$ cat src/rtl/arbitro_comparador.sv
// Round-robin arbiter that time-shares one external 2-bit equality comparator among NREQ requesters,
// returning each result over a 4-phase req/ack handshake. Optional statistics counters: ARB_CMP_STATS_EN.
module arbitro_comparador #(
  parameter int NREQ = 4,
  parameter int W    = 2,
  parameter int IDW  = 2
) (
  input  logic              clk,
  input  logic              rst,
  input  logic [NREQ-1:0]   req,
  input  logic [NREQ*W-1:0] a_bus,
  input  logic [NREQ*W-1:0] b_bus,
  output logic [NREQ-1:0]   ack,
  output logic              res,
  output logic [IDW-1:0]    gnt_id,
  output logic              busy,
  output logic [W-1:0]      cmp_a,
  output logic [W-1:0]      cmp_b,
  input  logic              cmp_aeqb
`ifdef ARB_CMP_STATS_EN
  ,
  output logic [15:0]       n_cmp,
  output logic [15:0]       n_eq
`endif
);

  typedef enum logic [1:0] {IDLE, COMPARE, HOLD} state_t;

  localparam logic [IDW:0] NREQ_V = (IDW+1)'(NREQ);

  state_t          state_q, state_d;
  logic [NREQ-1:0] ack_q, ack_d;
  logic            res_q, res_d;
  logic [IDW-1:0]  gnt_id_q, gnt_id_d;
  logic [IDW-1:0]  ptr_q, ptr_d;
  logic [W-1:0]    cmp_a_q, cmp_a_d;
  logic [W-1:0]    cmp_b_q, cmp_b_d;
`ifdef ARB_CMP_STATS_EN
  logic [15:0]     n_cmp_q, n_cmp_d;
  logic [15:0]     n_eq_q, n_eq_d;
`endif

  logic [W-1:0]    a_slice [NREQ];
  logic [W-1:0]    b_slice [NREQ];
  logic            sel_found;
  logic [IDW-1:0]  sel_id;
  logic [IDW:0]    cand;
  logic [IDW:0]    ptr_inc;

  generate
    for (genvar gi = 0; gi < NREQ; gi++) begin : g_slice
      assign a_slice[gi] = a_bus[gi*W +: W];
      assign b_slice[gi] = b_bus[gi*W +: W];
    end
  endgenerate

  // Scan from the highest offset down so the candidate closest to ptr is the last one written.
  always_comb begin
    sel_found = 1'b0;
    sel_id    = '0;
    cand      = '0;
    for (int k = NREQ - 1; k >= 0; k--) begin
      cand = {1'b0, ptr_q} + (IDW+1)'(k);
      if (cand >= NREQ_V) cand = cand - NREQ_V;
      if (req[cand[IDW-1:0]]) begin
        sel_found = 1'b1;
        sel_id    = cand[IDW-1:0];
      end
    end
  end

  always_comb begin
    ptr_inc = {1'b0, gnt_id_q} + (IDW+1)'(1);
    if (ptr_inc >= NREQ_V) ptr_inc = '0;
  end

  always_comb begin
    state_d  = state_q;
    ack_d    = ack_q;
    res_d    = res_q;
    gnt_id_d = gnt_id_q;
    ptr_d    = ptr_q;
    cmp_a_d  = cmp_a_q;
    cmp_b_d  = cmp_b_q;
`ifdef ARB_CMP_STATS_EN
    n_cmp_d  = n_cmp_q;
    n_eq_d   = n_eq_q;
`endif
    case (state_q)
      IDLE: begin
        if (sel_found) begin
          gnt_id_d = sel_id;
          cmp_a_d  = a_slice[sel_id];
          cmp_b_d  = b_slice[sel_id];
          state_d  = COMPARE;
        end
      end
      COMPARE: begin
        res_d           = cmp_aeqb;
        ack_d           = '0;
        ack_d[gnt_id_q] = 1'b1;
        state_d         = HOLD;
`ifdef ARB_CMP_STATS_EN
        n_cmp_d = n_cmp_q + 16'd1;
        if (cmp_aeqb) n_eq_d = n_eq_q + 16'd1;
`endif
      end
      HOLD: begin
        if (!req[gnt_id_q]) begin
          ack_d   = '0;
          ptr_d   = ptr_inc[IDW-1:0];
          state_d = IDLE;
        end
      end
      default: state_d = IDLE;
    endcase
  end

  always_ff @(posedge clk) begin
    if (rst) begin
      state_q  <= IDLE;
      ack_q    <= '0;
      res_q    <= 1'b0;
      gnt_id_q <= '0;
      ptr_q    <= '0;
      cmp_a_q  <= '0;
      cmp_b_q  <= '0;
`ifdef ARB_CMP_STATS_EN
      n_cmp_q  <= '0;
      n_eq_q   <= '0;
`endif
    end else begin
      state_q  <= state_d;
      ack_q    <= ack_d;
      res_q    <= res_d;
      gnt_id_q <= gnt_id_d;
      ptr_q    <= ptr_d;
      cmp_a_q  <= cmp_a_d;
      cmp_b_q  <= cmp_b_d;
`ifdef ARB_CMP_STATS_EN
      n_cmp_q  <= n_cmp_d;
      n_eq_q   <= n_eq_d;
`endif
    end
  end

  assign ack    = ack_q;
  assign res    = res_q;
  assign gnt_id = gnt_id_q;
  assign busy   = (state_q != IDLE);
  assign cmp_a  = cmp_a_q;
  assign cmp_b  = cmp_b_q;
`ifdef ARB_CMP_STATS_EN
  assign n_cmp  = n_cmp_q;
  assign n_eq   = n_eq_q;
`endif

endmodule

$ cat config.mk
export PLATFORM = sky130hd
export DESIGN_NAME = arbitro_comparador
export DESIGN_NICKNAME = d
export VERILOG_FILES = /design/src/rtl/arbitro_comparador.sv
export SDC_FILE = /design/constraint.sdc
export NUM_CORES = 1
export LEC_CHECK = 0
export ABC_AREA = 1
export CAP_MARGIN = 10
export CORE_MARGIN = 2
export CORE_UTILIZATION = 46
export DETAILED_ROUTE_END_ITERATION = 10
export PLACE_DENSITY = 0.83
export SLEW_MARGIN = 0
export SYNTH_ARGS = -nofsm -noshare
export SYNTH_HDL_FRONTEND = slang
export SYNTH_SLANG_ARGS = --single-unit
$ cat constraint.sdc
create_clock -name clk -period 1.8 [get_ports clk]
set_input_delay 0.45 -clock clk [delete_from_list [all_inputs] [get_ports clk]]
set_output_delay 0.45 -clock clk [all_outputs]
set_load 0.02 [all_outputs]
## Word-level counts from Yosys, hierarchy flattened

Index checks and enable logic that the tools add are counted.

| storage, ports and cells | value |
|---|---|
| bits in registers | 15 |
| input bits | 23 |
| output and inout port bits | 12 |
| word-level logic and storage cells | 77 |

| operators by class | value |
|---|---|
| add/subtract/negate cells | 8 |
| magnitude comparators | 12 |
| equality and inequality tests | 4 |
| multiplexer cells | 36 |
| bitwise gates (word level) | 2 |
| reductions and logical operators | 8 |

Operators by type and width:

| operator | number |
|---|---|
| $mux W2 | 15 |
| $ge A3 B3 Y1 const B | 5 |
| $lt A2 B3 Y1 const B | 5 |
| $bmux W1 S2 | 5 |
| $mux W1 | 10 |
| $bmux W2 S2 | 2 |
| $pmux W4 S2 | 1 |
| $reduce_and A2 Y1 | 4 |
| $sub A2 B1 Y2 const B | 4 |
| $add A2 B1 Y3 const B | 2 |
| $add A2 B2 Y3 const B | 2 |
| $pmux W2 S3 | 1 |
| $mux W4 | 1 |
| $ne A2 B2 Y1 const B | 2 |
| $reduce_bool A2 Y1 | 2 |
| $ge A2 B3 Y1 const B | 1 |
| $not A2 Y3 | 1 |
| $demux W1 S2 | 1 |
| $eq A2 B1 Y1 const B | 1 |
| $eq A2 B2 Y1 const B | 1 |
| $ge A2 B1 Y1 const B | 1 |
| $logic_not A2 Y1 | 1 |
| $logic_and A1 B1 Y1 | 1 |
| $not A1 Y1 | 1 |

## Logic depth before layout (Yosys ltp)

Gate-level depths: netlist (run 1).

| depth | value |
|---|---|
| word-level depth | 13 |
| gate-level depth with buffers | 15 |
| mapped depth without buffers | 15 |

## Least setup slack after synthesis (run 1)

OpenSTA, ideal clock, no wires.

| timing path | value |
|---|---|
| kind | input -> register |
| start point | in req[1] |
| end point | reg cmp_a_q[0] (netlist: cmp_a[0]) |
| setup time | 109 ps |
| data arrival time | 1363 ps |
| required time | 1691 ps |
| path slack | 328 ps |
| cell stages on the path | 11 |
| buffers on the path | 0 |
| path through | inv_1 > o21ai_2 > nor2_2 > nor2_2 > nand3_4 > nand2_8 > nand2_2 > nand3_2 > nand3_2 > nand2_1 > inv_1 |

| on the way | value |
|---|---|
| longest elaborated chain between the ends | 10 |
| elaborated cells between the ends (all ways) | 21 |
| those cells by class | 19 x mux; 1 x bitwise; 1 x reduce/logical |

RTL lines:

| what | line | text |
|---|---|---|
| from (decl) | 10 | `input logic [NREQ-1:0] req,` |
| $bmux W1 S2 | 65 | `if (req[cand[IDW-1:0]]) begin` |
| $mux W1 (not written as such) | 65 |  |
| $mux W2 (4 in series) | 65 |  |
| $not A2 Y3 (not written as such) | 93 | `cmp_a_d = a_slice[sel_id];` |
| $bmux W2 S2 | 93 |  |
| $mux W2 (not written as such) (2 in series) | 93 |  |
| to (signal assigned) | 138 | `cmp_a_q <= cmp_a_d;` |
| to (decl) | 36 | `logic [W-1:0] cmp_a_q, cmp_a_d;` |

Parallel ways exist; a longest one is shown, timed or not. The select of a mux whose other input is x is not followed.
A chain may end at the register's enable or synchronous reset.

## Worst setup path after layout (run 1)

| timing path | value |
|---|---|
| start point | reg gnt_id_q[0] (netlist: gnt_id[0]) |
| end point | out gnt_id[0] |

RTL lines:

| what | line | text |
|---|---|---|
| from (decl) | 34 | `logic [IDW-1:0] gnt_id_q, gnt_id_d;` |
| from (signal assigned) | 136 | `gnt_id_q <= gnt_id_d;` |
| to (decl) | 15 | `output logic [IDW-1:0] gnt_id,` |

No word-level cell between the ends.

==> metrics, run 1 <==
Synth Area per Inst=6.85 um^2; GRT Residual Overflow=0; Worst R2R Setup Slack=130 ps; Max clock buf depth=2; CP Data Arrival Time=1280 ps; Leakage=0.834 nW; DP Wirelength=2130 um; GRT Total Usage=21.2%; largest net degree at the start of global routing=11; Setup CP Type=reg2out; Die ar.=2920 um^2; Post-DRT Antenna Nets=0; Max Fclk=0.578 GHz; status=complete, no violations; Yosys cell types=22; DRC=0; CTS tree=yes; Final Cell Area=1660 um^2; area grow syn2layout=44.5%; post-route minimum period=1730 ps; skew final=2.74 ps; Synthesized Nets=195; Initial DRC Count=15; final net count=244; CP Capture Type=output port; vias after detailed routing=1,191; crit start category=register; vias in the first global route=1,103; Clk Tree Root Cell=clkbuf_4; Die W=54.0 um; clock sinks=15; critical path required time=1350 ps; Hold Buf Count CTS=0; Reg clk slew, reported paths=90 ps; Fin. Hold Viols=0; Synth warnings=0; Clock Latency Late Sink=290 ps; vias per cell=4.84; Power Density=808 nW/um^2; layout cells sized above 1=24.1%; worst hold path type=reg2reg; CORE AREA=2430 um^2; Peak VDD IR=0.633 mV; number of H-tree levels=1; Slew headroom=77.1%; commonest non-fill, non-tap cell in the layout=nand2_1; row count=18; Seq cells post-synth=15; Tightest Pin Transition=342 ps; largest delay contributor family on the critical path=buffers and inverters; Seq/Total Area, Yosys=26.1%; critical-path cell list=clkdlybuf4s50_1; RD Place Congestion=0.836; pins over their slew limit=0; drt wl/cell=11.3 um; Max-cap violations=0; initial antenna violation count=0; crit-path max cell delay=620 ps; CTS Buf Count=3; Syn Std Cell Area=1150 um^2; total power=1.34 mW; crit share post-route=96.1%; first-pass GRT wire length=4530 um; Gate Count Post-Synth=168; Starting Density=47.3%; CP bufs+invs=1; CP max FO=2; placed cell areas=1590 um^2; die height=54.0 um; number of port buffers=34; most frequent cells in the layout=42 x nand2_1, 28 x clkdlybuf4s50_1, 24 x inv_1, 15 x nand3_1, 15 x dfxtp_1; critical path's slowest cell=clkdlybuf4s50_1; Setup Viol. Count Final=0; Routed WL=2790 um; TritonRoute pass-1 iters=4; antenna cells=0; # IOs=35
[logic make-up after synthesis]
logic type | Yosys count | synth area share, %
flip-flops | 15 | 26.1
buffers and inverters | 31 | 11.3
AND/OR/NAND/NOR | 96 | 46.5
AO/OA/AOI/OAI | 22 | 11.7
adder cells (fa/ha/maj) | 4 | 4.35
[final cells by class]
| cell class | instances | area (um^2) |
|---|---|---|
| clock buffer | 4 | 26.3 |
| fill | 203 | 769 |
| inverter | 29 | 111 |
| multi-input combinational | 123 | 757 |
| sequential | 15 | 300 |
| tap | 30 | 37.5 |
| timing repair buffer | 45 | 430 |
[report_power, final]
part	leakage (nW)	switching [mW]	internal, mW	total (mW)
clock	0.0150	0.111	0.0863	0.197
combinational	0.695	0.417	0.312	0.729
sequential	0.123	0.0342	0.383	0.417
total	0.834	0.562	0.781	1.34
[metrics by stage]
step                      cells  setup TNS [ps]  worst slack (ps)  hold slack [ps]  utilization (%)
after global placement      240           -2080              -290              467             65.2
after floorplan             168               0               328              507                -
final                       246               0              69.8              483             68.4
after global routing        246           -24.7             -14.2              505             68.4
after detailed placement    240           -2680              -365              473             65.2
after CTS                   246           -28.3             -28.3              489             67.2
[timing repair]
item                                   4_1_cts  5_1_grt
pin swaps                                    3        5
gates resized for setup                      4        9
endpoints found under the hold margin        0        0
setup endpoints to repair                    6        5
gates cloned                                 1        0
setup buffers                                1        0
[path summary, 6_finish.rpt]
path,start,endpoint,cells past startpoint
max reg2reg,ptr_q[0],cmp_a[0],14
min reg2reg,ack[1],ack[1],2
min,ack[1],ack[1],2
max,gnt_id[0],gnt_id[0],1
[sequential cells by signal, indices dropped and copies added, names as in the netlist]
register and count:
ack 4, cmp_a 2, cmp_b 2, gnt_id 2, ptr_q 2, state_q 2
res 1
[worst register-to-register path: cells and delay by family (launching register included)]
family / cells / cell delay (ps)
buf+inv: 4 / 320
flops: 1 / 370
simple gates: 10 / 870
[per-layer routing]
metal  track usage (%)  vias up  part of all wire (%)
met1              26.8      538                    45
met4              6.25        0                  0.83
met2              38.2       31                    51
met5                 0        -                     0
met3              1.67        3                   2.9
li1                  -      619                     -
[synth_stat cells]
library cell,number,share of area [%]
nor2_4,2,2.0
nand2_4,4,3.9
o21ai_0,7,3.0
a21oi_1,11,4.8
buf_6,1,0.98
inv_1,26,8.5
nand2_1,42,14
nand2_2,11,6.0
o21bai_4,1,1.6
ha_1,4,4.3
nand3_1,17,7.4
nor2_2,3,1.6
nor2_1,8,2.6
nand3_4,2,3.0
buf_4,1,0.65
inv_4,1,0.54
nand3_2,3,2.6
inv_2,2,0.65
nand2_8,1,1.7
o21ai_2,3,2.3
nand3b_1,3,2.0
dfxtp_1,15,26
(Power assumes the default switching activity.)
==> run 2: changes to the inputs <==
--- a/config.mk
+++ b/config.mk
@@ -6,8 +6,6 @@
 export NUM_CORES = 1
 export LEC_CHECK = 0
 export ABC_AREA = 1
-export CAP_MARGIN = 10
-export CORE_MARGIN = 2
 export CORE_UTILIZATION = 46
 export DETAILED_ROUTE_END_ITERATION = 10
 export PLACE_DENSITY = 0.83
==> constraint.sdc (replaced) <==
create_clock -name clk -period 1.8 [get_ports clk]
set_input_delay 0.45 -clock clk [delete_from_list [all_inputs] [get_ports clk]]
set_output_delay 0.45 -clock clk [all_outputs]
set_load 0.05 [all_outputs]
==> run 2 against run 1 <==
Effect of this change:
- utilization is 3.4 points higher
- count of clock-buffer cells in the layout down 1
- first-iteration DRC count up 80%
- critical path depth up 13
- non-clock buffer count is 2 lower
- die area shrank 7.3%
- global-route usage grew 2.7 points
==> metrics, run 2 (synthesized netlist as in run 1, its figures left out) <==
status=complete, no violations; Final Cell Area=1630 um^2; row count=17; setup ws final=140 ps; Comb power frac=57.0%; Max Fclk=0.602 GHz; area of the multi-input gates=754 um^2; critical path's slowest cell=clkdlybuf4s15_1; Tightest Pin Transition=368 ps; antenna cells=0; Largest register FFs=4; Sequential Power Share=29.4%; FILL cells=178; NetSw=674 uW; Peak VDD IR=0.685 mV; DRC=0; Routed WL=2850 um; layout cells sized above 1=30.4%; Post-DRT Antenna Nets=0; final setup TNS=0 ps; area grow syn2layout=42.0%; number of H-tree levels=1; met1 global-route usage=28.7%; drt wl/cell=11.8 um; CP most frequent cell=nand2_1; post-CTS setup buffers=0; CP bufs+invs=2; CP Capture Type=register; clock network power share=13.6%; vias per cell=5.00; CP Data Arrival Time=1850 ps; Setup CP Type=in2reg; TritonRoute pass-1 iters=4; vias in the first global route=1,158; most frequent cells in the layout=41 x nand2_1, 24 x inv_1, 18 x clkdlybuf4s50_1, 18 x buf_4, 16 x nand3_1; vias after detailed routing=1,209; Die ar.=2710 um^2; largest delay contributor family on the critical path=simple AND/OR/NAND/NOR gates; Initial DRC Count=27; Fin. Hold Viols=0; CTS Buf Count=3; largest net degree at the start of global routing=11; CP max FO=7; CTS tree=yes; Leakage=0.823 nW; GRT Residual Overflow=0; Setup Viol. Count Final=0; GRT Max-Usage Layer=met2; Slew headroom=75.4%; Pint=780 uW; clock sinks=15; pins over their slew limit=0; Setup Slack @ Placement=-414 ps; DP Wirelength=2250 um; RSZ-0062 raised after global routing=false; Max-cap violations=0; GRT met3 Usage=0.877%; worst hold path type=reg2reg; skew final=2.24 ps; crit start category=input port; commonest non-fill, non-tap cell in the layout=nand2_1; GRT met2 Usage=42.3%; Max clock buf depth=2; Power Density=890 nW/um^2; RD Place Congestion=0.846; crit share post-route=92.2%; post-route minimum period=1660 ps; critical path required time=1990 ps; Reg area=303 um^2; die height=52.0 um; final net count=242; # IOs=35; CORE AREA=2280 um^2; crit-path max cell delay=240 ps; Die W=52.0 um; Hold Buf Count CTS=0; GRT Total Usage=23.9%; first-pass GRT wire length=4760 um; Starting Density=50.6%; initial antenna violation count=0; number of port buffers=34; placed cell areas=1570 um^2; Reg clk slew, reported paths=90 ps; critical-path cell list=clkdlybuf4s15_1 > inv_1 > nand2_1 > nand3_1 > nand2_1 > nand3_2 > nand2_2 > nand2_4 > nand2_8 > nand2_2 > nand3_1 > nand2_1 > nand2_1 > nand2_1; sw frac=46.4%; Clock Latency Late Sink=290 ps; Clk Tree Root Cell=clkbuf_4
run 2: cell types whose count changed in the layout (fill, tap and decap cells not counted), sizes merged:
| cell | previous run | this run |
|---|---|---|
| clkdlybuf4s15 | 0 | 1 |
| clkinv | 0 | 1 |
| buf | 11 | 21 |
| clkdlybuf4s50 | 28 | 18 |
| clkbuf | 4 | 3 |
| dlymetal6s2s | 3 | 0 |
run 2: path summary, 6_finish.rpt:
check	from	to	slack (ps)	cells after the start
worst max register to register	ptr_q[1]	cmp_b[0]	140	14
worst min register to register	ack[0]	ack[0]	480	2
worst max-delay path	req[3]	cmp_b[0]	140	14
worst min-delay path	ack[0]	ack[0]	480	2
run 2: cell type report:
class / count / area share [%]
clock buffer: 3 / 1.38
clock inverter: 1 / 0.306
sequential: 15 / 18.5
multi-input combinational: 123 / 46.2
tap: 28 / 2.14
inverter: 29 / 6.81
timing repair buffer: 43 / 24.7
run 2: tightest hold or removal path, delay by kind of cell (launching register included):
family / cells / cell delay, ps
and+or+nand+nor: 1 / 70
AOI/OAI and AO/OA: 1 / 50
DFF: 1 / 320
run 2: layer usage:
layer / share of wire, % / wire length [um] / vias to the layer above
li1: - / - / 619
met1: 44 / 1250 / 566
met2: 53 / 1520 / 22
met3: 2.0 / 56 / 2
met4: 0.88 / 25 / 0
met5: 0 / 0 / -
run 2: metrics by stage:
step           hold WS, ps  std cells  utilization [%]  total power, mW
5_1_grt                519        242             71.8             1.55
3_3_place_gp           470        237             69.0             1.22
4_1_cts                484        242             71.1             1.45
3_5_place_dp           470        237             69.0             1.24
2_1_floorplan          507        168                -            0.983
6_report               481        242             71.8             1.45
run 2: timing repair:
item / in CTS / in global routing
resized for setup: 9 / 5
cloned: 1 / 0
pin swaps: 9 / 0
endpoints found under the setup margin: 5 / 4
run 2: power groups by stage:
| stage | clock network (mW) | registers, mW | logic (mW) |
|---|---|---|---|
| 2_1_floorplan | 0 | 0.566 | 0.416 |
| 3_3_place_gp | 0 | 0.433 | 0.786 |
| 3_5_place_dp | 0 | 0.434 | 0.810 |
| 4_1_cts | 0.201 | 0.427 | 0.822 |
| 5_1_grt | 0.214 | 0.435 | 0.900 |
| 6_report | 0.197 | 0.428 | 0.829 |
==> run 3: changes to the inputs <==
--- a/config.mk
+++ b/config.mk
@@ -6,6 +6,7 @@
 export NUM_CORES = 1
 export LEC_CHECK = 0
 export ABC_AREA = 1
+export CAP_MARGIN = 20
 export CORE_UTILIZATION = 46
 export DETAILED_ROUTE_END_ITERATION = 10
 export PLACE_DENSITY = 0.83
==> constraint.sdc (replaced) <==
create_clock -name clk -period 1.9 [get_ports clk]
set_input_delay 0.475 -clock clk [delete_from_list [all_inputs] [get_ports clk]]
set_output_delay 0.475 -clock clk [all_outputs]
set_load 0.05 [all_outputs]
==> run 3 against run 2 <==
Effect of this change:
- cell count fell by 1.2%
- routed wire length shrank 6.9%
- first-iteration DRC count increased by 26%
- worst setup slack better by 36 ps
- largest cell class unchanged
- highest routed layer unchanged
- sequential share of layout area increased by 0.43 points
- hold slack better by 0.80 ps
- cell area shrank 2.7%
- count of clock-buffer cells in the layout is 1 higher
- die area unchanged
- utilization decreased by 1.9 points
==> metrics, run 3 (synthesized netlist as in run 1, its figures left out) <==
Final Cell Area=1590 um^2; Post-DRT Antenna Nets=0; die height=52.0 um; Leakage=0.822 nW; placed cell areas=1530 um^2; Final Util=69.9%; GRT Residual Overflow=0; clock network power share=14.1%; most frequent cells in the layout=41 x nand2_1, 24 x inv_1, 18 x clkdlybuf4s50_1, 17 x nand3_1, 17 x buf_4; DRC=0; first-pass GRT wire length=4380 um; TritonRoute pass-1 iters=4; antenna cells=0; CP most frequent cell=nand2_1; FF-to-FF Start=ptr_q[0]; Stages on worst setup path=12; Comb power frac=55.4%; critical path required time=2090 ps; RSZ-0062 raised after global routing=false; area grow syn2layout=38.2%; Tightest Pin Transition=350 ps; critical-path cell list=dlygate4sd2_1 > inv_1 > o21ai_2 > nand2_1 > nand3_2 > nand3_4 > nand2_8 > nand2_2 > nand3_1 > nand2_1 > nand2_1 > nand2_1; initial antenna violation count=0; vias in the first global route=1,063; R2R Path End=cmp_a[1]; area of the multi-input gates=742 um^2; worst hold path type=reg2reg; CTS Buf Count=3; Min-Delay Startpoint=ack[1]; Fin. Hold Viols=0; Reg clk slew, reported paths=90 ps; skew final=0.960 ps; Die ar.=2710 um^2; critical path's slowest cell=dlygate4sd2_1; Clk Tree Root Cell=clkbuf_4; Hold Buf Count CTS=0; CORE AREA=2280 um^2; Max Fclk=0.580 GHz; Largest register FFs=4; Hold Path End=ack[1]; largest delay contributor family on the critical path=simple AND/OR/NAND/NOR gates; crit start category=input port; Clock Latency Late Sink=290 ps; Starting Density=50.6%; sw frac=46.5%; hold path depth=2; clock sinks=15; Slew headroom=76.6%; Setup Slack @ Placement=-313 ps; Worst R2R Setup Slack=180 ps; DP Wirelength=2110 um; layout cells sized above 1=28.0%; NetSw=622 uW; RD Place Congestion=0.849; Non-Filler Instances=239; Pint=715 uW; vias after detailed routing=1,151; FILL cells=192; Reg area=302 um^2; Die W=52.0 um; Max clock buf depth=2; Sequential Power Share=30.4%; placed insts=233; CP bufs+invs=2; status=complete, no violations; GRT Total Usage=21.8%; crit-path max cell delay=270 ps; CP max FO=7; vias per cell=4.82; final net count=239; # IOs=35; Initial DRC Count=34; Worst Reg-to-Reg Cells=12; Max-cap violations=0; Setup Viol. Count Final=0; Peak VDD IR=0.541 mV; drt wl/cell=11.1 um; pins over their slew limit=0; number of H-tree levels=1; Routed WL=2650 um; setup ws final=176 ps; post-route minimum period=1720 ps; CP Data Arrival Time=1910 ps; total power=1.34 mW; crit share post-route=90.7%; CP Capture Type=register; largest net degree at the start of global routing=11; Setup CP Type=in2reg; CTS tree=yes; row count=17; commonest non-fill, non-tap cell in the layout=nand2_1; Power Density=841 nW/um^2; number of port buffers=34
## run 3: cell types whose count changed in the layout (fill, tap and decap cells not counted)
cell             delta
nand3_2             -1
buf_6               -1
clkdlybuf4s15_1     -1
dlymetal6s2s_1      +3
o21ai_4             -1
clkinv_2            -1
buf_12              -1
clkbuf_1            +1
buf_4               -1
dlygate4sd2_1       -2
o21ai_2             +1
dfxtp_1             +1
nand3_1             +1
dfxtp_2             -1
## run 3: repair_timing
item	in CTS	in global routing
pin swaps	2	3
endpoints found under the setup margin	2	4
gates cloned	1	0
gates resized for setup	1	8
setup buffers	1	0
## run 3: power groups by stage
| stage | clock network, mW | registers (mW) | logic, mW |
|---|---|---|---|
| 4_1_cts | 0.189 | 0.406 | 0.734 |
| 2_1_floorplan | 0 | 0.537 | 0.394 |
| 3_5_place_dp | 0 | 0.413 | 0.724 |
| 5_1_grt | 0.207 | 0.413 | 0.807 |
| 3_3_place_gp | 0 | 0.412 | 0.707 |
| 6_report | 0.189 | 0.407 | 0.741 |
## run 3: tightest hold or removal path, cell delays in order, from the launching register on
cell	delay, ps
dfxtp_1	320
nand3_1	70
a21oi_1	60
## run 3: cell type report
class,instances,area share (%)
clock buffers,4,1.65
inverters,29,7.00
multi-input cells,123,46.7
flip-flops and latches,15,19.0
well taps,28,2.20
repair buffers,40,23.5
## run 3: metal layers
| layer | track usage [%] | share of wire, % | vias to the layer above |
|---|---|---|---|
| met5 | 0 | 0 | - |
| met4 | 9.46 | 1.8 | 0 |
| met3 | 2.63 | 3.5 | 5 |
| met2 | 37.6 | 49 | 25 |
| met1 | 26.9 | 45 | 509 |
| li1 | - | - | 612 |
## run 3: worst max path at each step
stage,from,to,slack [ps]
5_1_grt,ptr_q[0],cmp_b[1],40
2_1_floorplan,gnt_id[1],ptr_q[0],300
4_1_cts,req[2],cmp_b[0],50
3_3_place_gp,req[3],cmp_b[0],-240
3_5_place_dp,req[3],cmp_b[0],-310
6_report,req[3],cmp_a[1],180
## run 3: stage by stage
step                      TNS, ps  hold WS [ps]
final                           0           482
after CTS                       0           484
after global placement      -1130           470
after global routing            0           508
after detailed placement    -1610           470
after floorplan                 0           507
